**config.mk**
```make
export PLATFORM = sky130hd
export DESIGN_NAME = lafpm_serial_mul
export DESIGN_NICKNAME = d
export VERILOG_FILES = /design/src/rtl/lafpm_pkg.sv /design/src/rtl/lafpm_core.sv /design/src/rtl/lafpm_serial_mul.sv
export SDC_FILE = /design/constraint.sdc
export NUM_CORES = 1
export LEC_CHECK = 0
export CORE_MARGIN = 10
export CORE_UTILIZATION = 57
export DETAILED_ROUTE_END_ITERATION = 7
export PLACE_DENSITY = 0.8
export REMOVE_ABC_BUFFERS = 1
export SLEW_MARGIN = 10
export SYNTH_ARGS = -nofsm -noshare
export SYNTH_HDL_FRONTEND = slang
export SYNTH_SLANG_ARGS = --single-unit
```
**constraint.sdc**
```tcl
create_clock -name clk -period 10.1 [get_ports clk]
set_clock_uncertainty 0.2 [all_clocks]
set_input_delay 2.525 -clock clk [delete_from_list [all_inputs] [get_ports clk]]
set_output_delay 2.525 -clock clk [all_outputs]
set_load 0.02 [all_outputs]
```
**src/rtl/lafpm_pkg.sv**
```systemverilog
// -----------------------------------------------------------------------------
// lafpm_pkg
// Shared types and helpers for the serial logarithmic (Mitchell) approximate
// floating-point multiplier.
//   lafpm_state_e : beat-loader / compute / beat-sender FSM states
//   NAN/OVF/UDF   : bit positions inside the 3-bit exception flag vector
//   beats_of()    : number of bus beats needed to carry one operand
//   canon_nan()   : canonical quiet NaN pattern (sign 0, exponent all ones,
//                   mantissa MSB set), right-aligned in a 64-bit word
//   signed_inf()  : signed infinity pattern, right-aligned in a 64-bit word
// -----------------------------------------------------------------------------
package lafpm_pkg;

   typedef enum logic [1:0] {
      LOAD    = 2'd0,
      COMPUTE = 2'd1,
      SEND    = 2'd2
   } lafpm_state_e;

   localparam int NAN = 2;
   localparam int OVF = 1;
   localparam int UDF = 0;

   function automatic int beats_of(input int width, input int bus_w);
      return (width + bus_w - 1) / bus_w;
   endfunction

   function automatic logic [63:0] canon_nan(input int exp_w, input int man_w);
      logic [63:0] v;
      v = ((64'd1 << exp_w) - 64'd1) << man_w;
      v = v | (64'd1 << (man_w - 1));
      return v;
   endfunction

   function automatic logic [63:0] signed_inf(input logic sign, input int exp_w, input int man_w);
      logic [63:0] v;
      v = ((64'd1 << exp_w) - 64'd1) << man_w;
      v[exp_w + man_w] = sign;
      return v;
   endfunction

endpackage

```
**src/rtl/lafpm_core.sv**
```systemverilog
// -----------------------------------------------------------------------------
// lafpm_core
// Purely combinational classify + log-domain add + saturate stage.
// Treats {exponent, mantissa} as a fixed-point log2 value, so a product is
// approximated by adding the two fields and removing one bias.
//   a, b   : in  1+EXP_W+MAN_W  operands {sign, exponent, mantissa}
//   result : out 1+EXP_W+MAN_W  approximate product
//   flags  : out 3              {nan, overflow, underflow}
// Optional build macro MITCHELL_CORR_EN: adds a small constant to the log sum
// when both mantissas are nonzero, pulling the mean Mitchell error toward zero.
// -----------------------------------------------------------------------------
module lafpm_core
   import lafpm_pkg::*;
#(
   parameter int EXP_W = 5,
   parameter int MAN_W = 10
)(
   input  logic [EXP_W+MAN_W:0] a,
   input  logic [EXP_W+MAN_W:0] b,
   output logic [EXP_W+MAN_W:0] result,
   output logic [2:0]           flags
);

   localparam int FW   = EXP_W + MAN_W;
   localparam int SW   = FW + 2;
   localparam int BIAS = (2 ** (EXP_W - 1)) - 1;
   localparam logic [SW-1:0]          BIAS_SH  = SW'(BIAS) << MAN_W;
   localparam logic signed [EXP_W+1:0] EXP_MAX  = (EXP_W+2)'((2 ** EXP_W) - 1);
   localparam logic signed [EXP_W+1:0] EXP_ZERO = '0;
   localparam logic [FW:0]             NAN_PAT  = (FW+1)'(canon_nan(EXP_W, MAN_W));

   logic                    sign_r;
   logic [EXP_W-1:0]        ea, eb;
   logic [MAN_W-1:0]        ma, mb;
   logic                    a_zero, b_zero, a_inf, b_inf, a_nan, b_nan;
   logic [SW-1:0]           sum;
   logic signed [EXP_W+1:0] sum_exp;

   assign sign_r = a[FW] ^ b[FW];
   assign ea     = a[FW-1:MAN_W];
   assign eb     = b[FW-1:MAN_W];
   assign ma     = a[MAN_W-1:0];
   assign mb     = b[MAN_W-1:0];

   // A zero exponent field means zero; subnormal mantissas are flushed.
   assign a_zero = (ea == '0);
   assign b_zero = (eb == '0);
   assign a_inf  = (ea == '1) && (ma == '0);
   assign b_inf  = (eb == '1) && (mb == '0);
   assign a_nan  = (ea == '1) && (ma != '0);
   assign b_nan  = (eb == '1) && (mb != '0);

   // Two guard bits above the fields keep both the carry-out (overflow) and a
   // negative biased exponent (underflow) visible in the sum.
`ifdef MITCHELL_CORR_EN
   logic [SW-1:0] corr;
   assign corr = ((ma != '0) && (mb != '0)) ? (SW'(1) << (MAN_W - 4)) : '0;
   assign sum  = {2'b00, ea, ma} + {2'b00, eb, mb} - BIAS_SH + corr;
`else
   assign sum  = {2'b00, ea, ma} + {2'b00, eb, mb} - BIAS_SH;
`endif

   assign sum_exp = signed'(sum[SW-1:MAN_W]);

   // Special operands take priority over the log-add path; only NaN and
   // saturation raise flags, inf/zero pass-through results are silent.
   always_comb begin
      result = '0;
      flags  = '0;
      if (a_nan || b_nan || (a_inf && b_zero) || (b_inf && a_zero)) begin
         result     = NAN_PAT;
         flags[NAN] = 1'b1;
      end else if (a_inf || b_inf) begin
         result = (FW+1)'(signed_inf(sign_r, EXP_W, MAN_W));
      end else if (a_zero || b_zero) begin
         result = {sign_r, {FW{1'b0}}};
      end else if (sum_exp >= EXP_MAX) begin
         result     = (FW+1)'(signed_inf(sign_r, EXP_W, MAN_W));
         flags[OVF] = 1'b1;
      end else if (sum_exp <= EXP_ZERO) begin
         result     = {sign_r, {FW{1'b0}}};
         flags[UDF] = 1'b1;
      end else begin
         result = {sign_r, sum[FW-1:0]};
      end
   end

endmodule

```
**src/rtl/lafpm_serial_mul.sv**
```systemverilog
// -----------------------------------------------------------------------------
// lafpm_serial_mul
// Serial-I/O wrapper around lafpm_core. Operands arrive least-significant beat
// first, one product is computed in a single COMPUTE cycle, and the result is
// streamed back out least-significant beat first. One product in flight.
//   clk, rst_n : clock, asynchronous active-low reset
//   ena        : in  1      low freezes all state and masks both handshakes
//   in_valid   : in  1      operand beat valid
//   in_ready   : out 1      operand beat accepted on in_valid & in_ready
//   a_beat     : in  BUS_W  operand A slice
//   b_beat     : in  BUS_W  operand B slice (same beat index as a_beat)
//   out_valid  : out 1      result beat valid
//   out_ready  : in  1      result beat taken on out_valid & out_ready
//   out_beat   : out BUS_W  result slice, pad bits above the format are 0
//   out_flags  : out 3      {nan, overflow, underflow} of the last result
// Optional build macro MITCHELL_CORR_EN (handled inside lafpm_core).
// -----------------------------------------------------------------------------
module lafpm_serial_mul
   import lafpm_pkg::*;
#(
   parameter int EXP_W = 5,
   parameter int MAN_W = 10,
   parameter int BUS_W = 8
)(
   input  logic             clk,
   input  logic             rst_n,
   input  logic             ena,
   input  logic             in_valid,
   output logic             in_ready,
   input  logic [BUS_W-1:0] a_beat,
   input  logic [BUS_W-1:0] b_beat,
   output logic             out_valid,
   input  logic             out_ready,
   output logic [BUS_W-1:0] out_beat,
   output logic [2:0]       out_flags
);

   localparam int W     = 1 + EXP_W + MAN_W;
   localparam int BEATS = beats_of(W, BUS_W);
   localparam int BW    = BEATS * BUS_W;
   localparam int CW    = (BEATS > 1) ? $clog2(BEATS) : 1;
   localparam logic [CW-1:0] LAST = CW'(BEATS - 1);

   lafpm_state_e  state, state_nxt;
   logic [CW-1:0] cnt;
   logic          armed;
   logic [BW-1:0] a_reg, b_reg, res_reg;
   logic [2:0]    flags_reg;
   logic [W-1:0]  core_res;
   logic [2:0]    core_flags;
   logic          in_fire, out_fire, last_beat;

   assign in_fire   = in_valid & in_ready;
   assign out_fire  = out_valid & out_ready;
   assign last_beat = (cnt == LAST);
   assign out_flags = flags_reg;

   lafpm_core #(
      .EXP_W (EXP_W),
      .MAN_W (MAN_W)
   ) u_core (
      .a      (a_reg[W-1:0]),
      .b      (b_reg[W-1:0]),
      .result (core_res),
      .flags  (core_flags)
   );

   // State register; ena low holds the current state.
   always_ff @(posedge clk or negedge rst_n) begin
      if (!rst_n) begin
         state <= LOAD;
      end else if (ena) begin
         state <= state_nxt;
      end
   end

   // Next-state: the shared beat counter marks the last beat on both sides.
   always_comb begin
      state_nxt = state;
      case (state)
         LOAD:    if (in_fire && last_beat)  state_nxt = COMPUTE;
         COMPUTE: state_nxt = SEND;
         SEND:    if (out_fire && last_beat) state_nxt = LOAD;
         default: state_nxt = LOAD;
      endcase
   end

   // Outputs: 'armed' keeps in_ready low until the first edge after reset.
   always_comb begin
      in_ready  = 1'b0;
      out_valid = 1'b0;
      out_beat  = '0;
      if (ena && state == LOAD) in_ready  = armed;
      if (ena && state == SEND) out_valid = 1'b1;
      if (state == SEND) out_beat = res_reg[cnt*BUS_W +: BUS_W];
   end

   // Datapath: beat capture, shared counter, and result/flag capture in
   // COMPUTE. Results are zero-extended so pad bits leave the block as 0.
   always_ff @(posedge clk or negedge rst_n) begin
      if (!rst_n) begin
         armed     <= 1'b0;
         cnt       <= '0;
         a_reg     <= '0;
         b_reg     <= '0;
         res_reg   <= '0;
         flags_reg <= '0;
      end else if (ena) begin
         armed <= 1'b1;
         if (in_fire) begin
            a_reg[cnt*BUS_W +: BUS_W] <= a_beat;
            b_reg[cnt*BUS_W +: BUS_W] <= b_beat;
         end
         if (in_fire || out_fire) begin
            cnt <= last_beat ? '0 : cnt + 1'b1;
         end
         if (state == COMPUTE) begin
            res_reg   <= BW'(core_res);
            flags_reg <= core_flags;
         end
      end
   end

endmodule

```
==> results of run 1 <==
cells in the final DEF (no fill, tap or decap), types with 2 or more instances in the layout:
master           count
a211oi_2             2
a21o_1               5
a21oi_1             17
a311o_1              2
a32o_1               9
and2_1               4
and3_1               2
clkbuf_8             5
clkdlybuf4s50_1     32
dfrtp_1             55
ha_1                17
inv_1                5
mux2_2              32
mux2i_1              8
nand2_1             13
nand2b_1             4
nand3_1             10
nor2_1              23
nor3_1               6
nor4_1               5
o211ai_1             6
o21ai_0             14
o21ai_1              6
o21ai_2              2
o31a_1               2
or2_1                2
or3_1                3
or4_1                2
xnor2_1             10
xor2_1               5
cell type report:
class,count,area (µm²)
inverter,7,27.5
tap,72,90.1
clock inverter,3,50.0
fill,426,1750
multi-input combinational,234,1810
timing repair buffer,34,333
sequential,55,1380
clock buffer,5,68.8
critical path: cells and delay by family:
kind | cells | cell delay [ps]
buffers and inverters | 3 | 1250
and+or+nand+nor | 1 | 330
routing by layer:
layer  share of wire  routed length [µm]
met1            0.43                3120
met2            0.49                3550
met3           0.065                 468
met4          0.0076                  55
met5               0                   0
metrics by stage:
stage | instance area, µm² | hold slack (ps) | util | instances
after global placement | 3640 | 255 | 0.661 | 402
after floorplan | 3220 | 228 | - | 296
after detailed placement | 3640 | 248 | 0.661 | 402
after global routing | 3760 | 309 | 0.683 | 410
final | 3760 | 269 | 0.683 | 410
after CTS | 3760 | 276 | 0.683 | 410
cell families after synthesis:
group / count (synthesis)
AOI/OAI and AO/OA: 79
xor gates and xnor gates: 16
adders and majority gates: 18
buffers and inverters: 15
DFF: 55
muxes: 41
and+or+nand+nor: 80
worst max path at each step:
stage,from,to,slack [ps],depth (start not counted)
finish,ena,in_ready,3260,4
global route,ena,in_ready,3150,4
CTS,ena,in_ready,3260,4
detailed placement,ena,in_ready,3260,4
global placement,ena,in_ready,3310,4
floorplan,ena,in_ready,4020,2
==> metrics.md, run 1 <==
| Metric | Value |
|---|---|
| Die Wd | 95.5 µm |
| I/O Pins | 34 |
| Met2 Use GR | 0.291 |
| Met1 Use GR | 0.210 |
| #FFs+latches synth | 55 |
| Layout cells sized above 1 | 0.160 |
| Pre-CTS setup slack | 3260 ps |
| Synth Area in XOR/XNOR | 0.0489 |
| Most used routing layer | met2 |
| Post-synth EDFFs | 0 |
| # hold bufs at CTS | 0 |
| Clock Latency Late Sink | 320 ps |
| DRC Markers | 0 |
| Post-Synth Simple-Gate Area | 0.123 |
| CTS Buffer Depth | 2 |
| FF-to-FF End | res_reg[1] |
| Port-buffer cells | 33 |
| Worst-path clk slew | 100 ps |
| Critical Path, Cell by Cell | clkdlybuf4s50_1 -> inv_1 -> nor4b_1 -> clkdlybuf4s50_1 |
| Number of max-cap violations | 0 |
| Cell mode on critical path | clkdlybuf4s50_1 |
| Final worst path period need | 6840 ps |
| Layout Nets | 376 |
| Post-CTS sizing | 0 |
| RSZ-0062 raised after global routing | no |
| Setup Fix Bufs, Post-CTS | 0 |
| Root buffer cell | clkbuf_8 |
| WHS Path Cells | 1 |
| Fin crit share | 0.677 |
| Avg Cell Area, Syn | 10.7 µm² |
| TritonCTS clock tree | built |
| Largest area contributor in the netlist | dfrtp_1 |
| Top post-synthesis cells by area | dfrtp_1, mux2_2, ha_1 |
| Synthesis warning total | 0 |
| DRT antenna net count | 0 |
| Worst reg2reg setup slack | 6400 ps |
| Met3 Use GR | 0.0385 |
| Main flop type after synthesis | dfrtp_1 |
| Antenna Cells | 0 |
| Slew Viols, Final | 0 |
| Core ar. | 5510 µm² |
| DP HPWL | 5.58 mm |
| Commonest cells post-synth | dfrtp_1, mux2_2, nor2_1 |
| Critical path data required time | 7380 ps |
| Routability-driven placement congestion ratio | 0.895 |
| Top-count cell post-synth | dfrtp_1 |
| Startpoint Class | input port |
| Mapped Area | 3250 µm² |
| F_max | 0.146 GHz |
| Global-route wire length before repair | 12.3 mm |
| Worst rel slew slack | 0.262 |
| Crit Path Category | in2out |
| Main combinational cell family by area after synthesis | compound AO/OA/AOI/OAI gates |
| HP Class | reg2reg |
| H-tree depth | 2 |
| WHS Endpoint | armed |
| Outcome | finished, final reports clean |
| Final worst setup slack | 3260 ps |
| Final setup fails | 0 |
| Post-synthesis compound-gate area fraction | 0.173 |
| Row Count | 27 |
| Starting density of the core | 0.590 |
| DR vias/cell | 6.09 |
| Number of distinct library cells after synthesis | 54 |
| Grt ovf | 0 |
| Tot GR Track Use | 0.168 |
| Setup_tns | 0 ps |
| Arr. time, crit path | 4120 ps |
| DRT Wirelength | 7.20 mm |
| Crit end category | output pin |
| Die area | 9120 µm² |
| Crit-path slowest cell | clkdlybuf4s50_1 |
| Hold_sp | armed |
| DR iter-0 viols | 190 |
| Clock sink total | 55 |
| R2R depth | 14 |
| Multiplexer share of the synthesized area | 0.143 |
| Area Overhead vs Synth | 15.8% |
| Worst Tran Pin Value | 1100 ps |
| DR WL/cell | 17.6 µm |
| Drt first pass iters | 5 |
| Top-area cell type share of the netlist area | 0.424 |
| Reg2reg start | a_reg[0] |
| Mapped Cells | 304 |
| Async S/R FF share, synth | 1.00 |
| Maximum fanout along the worst path | 5 |
| Synth Area in Adders | 0.0716 |
| Register area share after synthesis | 0.424 |
| Vias after detailed routing | 2,497 |
| Largest net degree at the start of global routing | 56 |
| Cts bufs inserted | 5 |
| Vias in the first global route | 2,492 |
| Die height | 95.5 µm |
| Count of final hold-check violations | 0 |
| Crit-path max cell delay | 680 ps |
| Initial antenna violation count | 0 |
Power of run 1 is left out: the tool's default activity adds up to more than one toggle a clock period on the data nets, which glitch-free logic cannot reach.
==> run 2, diff against run 1 <==
==> constraint.sdc (replaced) <==
create_clock -name clk -period 7.1 [get_ports clk]
set_clock_uncertainty 0.2 [all_clocks]
set_input_delay 1.775 -clock clk [delete_from_list [all_inputs] [get_ports clk]]
set_output_delay 1.775 -clock clk [all_outputs]
set_load 0.02 [all_outputs]
==> run 2 against run 1 <==
Non-clock buffer count stayed put. Routed wire length is 0.44% lower. Via count is 1.3% lower. Cell area is 0.73% lower. Flip-flop and latch count stayed put. First-iteration DRC count is 26% lower. Cell count stayed put. Critical endpoint unchanged. Highest routed layer unchanged.
==> metrics.md, run 2 (same netlist as run 1, synthesis figures left out) <==
| Metric | Value |
|---|---|
| Crit end category | output pin |
| Met3 Use GR | 0.0353 (-0.00314) |
| Row Count | 27 (unchanged) |
| F_max | 0.188 GHz |
| Port-buffer cells | 33 (unchanged) |
| DR iter-0 viols | 140 (-26%) |
| Pre-CTS setup slack | 1760 ps (-1500 ps) |
| DRT Wirelength | 7.17 mm (-0.44%) |
| Met1 Use GR | 0.212 (+0.00165) |
| Die Wd | 95.5 µm (unchanged) |
| Die area | 9120 µm² (unchanged) |
| Cts bufs inserted | 5 (unchanged) |
| DP HPWL | 5.59 mm (+0.25%) |
| DRT antenna net count | 0 (unchanged) |
| Routability-driven placement congestion ratio | 0.894 (-0.16%) |
| Outcome | finished, final reports clean |
| Worst rel slew slack | 0.247 (-0.0145) |
| Area of the multi-input gates | 1810 µm² (unchanged) |
| Critical path data required time | 5120 ps (-2260 ps) |
| HP Class | reg2reg |
| Most used routing layer | met2 |
| Die height | 95.5 µm (unchanged) |
| Count of final hold-check violations | 0 (unchanged) |
| Maximum fanout along the worst path | 5 (unchanged) |
| Clock sink total | 55 (unchanged) |
| Vias after detailed routing | 2,465 (-1.3%) |
| Final worst setup slack | 1770 ps (-1490 ps) |
| Final worst path period need | 5330 ps |
| Initial antenna violation count | 0 (unchanged) |
| CTS Buffer Depth | 2 (unchanged) |
| Number of max-cap violations | 0 (unchanged) |
| Area Overhead vs Synth | 14.9% |
| Fill count | 455 (+6.8%) |
| Most common cell after layout, fill and taps aside | dfrtp_1 |
| Met2 Use GR | 0.282 (-0.00966) |
| Sequential cell area | 1380 µm² (unchanged) |
| Grt ovf | 0 (unchanged) |
| Setup Fix Bufs, Post-CTS | 0 (unchanged) |
| Layout Nets | 376 (unchanged) |
| Root buffer cell | clkbuf_8 |
| Drt first pass iters | 4 (-1) |
| DR WL/cell | 17.5 µm (-0.44%) |
| Core ar. | 5510 µm² (unchanged) |
| Clock Latency Late Sink | 320 ps (about the same) |
| Setup_tns | 0 ps (unchanged) |
| Crit Path Category | in2out |
| Starting density of the core | 0.590 (unchanged) |
| Commonest cells after routing, fill and taps aside | dfrtp_1, mux2_2, clkdlybuf4s50_1 |
| I/O Pins | 34 (unchanged) |
| Post-CTS sizing | 0 (unchanged) |
| Vias in the first global route | 2,462 (-1.2%) |
| Cell area after placement | 3640 µm² (unchanged) |
| Worst Tran Pin Value | 1120 ps (+21.5 ps) |
| Arr. time, crit path | 3350 ps (-770 ps) |
| TritonCTS clock tree | built |
| Startpoint Class | input port |
| DR vias/cell | 6.01 (-1.3%) |
| DRC Markers | 0 (unchanged) |
| Slew Viols, Final | 0 (unchanged) |
| Final setup fails | 0 (unchanged) |
| Fin area | 3730 µm² (-0.73%) |
| Largest net degree at the start of global routing | 56 (unchanged) |
| RSZ-0062 raised after global routing | no |
| Antenna Cells | 0 (unchanged) |
| Fin crit share | 0.751 |
| Worst-path clk slew | 100 ps (about the same) |
| # hold bufs at CTS | 0 (unchanged) |
| Tot GR Track Use | 0.167 (-0.000951) |
| Global-route wire length before repair | 12.1 mm (-1.3%) |
| Layout cells sized above 1 | 0.160 (unchanged) |
| H-tree depth | 2 (unchanged) |
run 2: changes by cell type in the layout (fill, tap and decap cells not counted):
cell / change
inv_6: +1
inv_8: -1
bufinv_16: -1
clkinv_2: +1
run 2: worst paths after layout:
path	start	to	slack, ps	depth (start not counted)
max	ena	in_ready	1770	4
min	armed	armed	270	1
max reg2reg	b_reg[0]	res_reg[0]	3460	14
min reg2reg	armed	armed	270	1
max in group asynchronous	rst_n	a_reg[12]	4890	2
min in group asynchronous	rst_n	armed	1360	2
run 2: area by class of cell:
type	instances	area share
repair buffers	34	0.0892
well taps	72	0.0241
clock inverters	3	0.00603
flip-flops and latches	55	0.369
multi-input cells	234	0.486
inverters	7	0.00738
clock buffers	5	0.0184
run 2: worst max-delay path, stage by stage:
cell and delay (ps):
clkdlybuf4s50_1 490, inv_1 90, nor4b_1 320, clkdlybuf4s50_1 680
run 2: layer usage:
metal	routed length, µm	share of wire	up-vias
met2	3390	0.47	57
met4	87	0.012	0
met3	376	0.052	9
met1	3310	0.46	1198
li1	-	-	1201
met5	0	0	-
run 2: per-stage QoR:
step | std cells | util | hold WS, ps
global route | 410 | 0.678 | 303
floorplan | 296 | - | 228
global placement | 402 | 0.661 | 254
finish | 410 | 0.678 | 268
detailed placement | 402 | 0.661 | 248
CTS | 410 | 0.678 | 275
Power of run 2 is left out for the same reason.
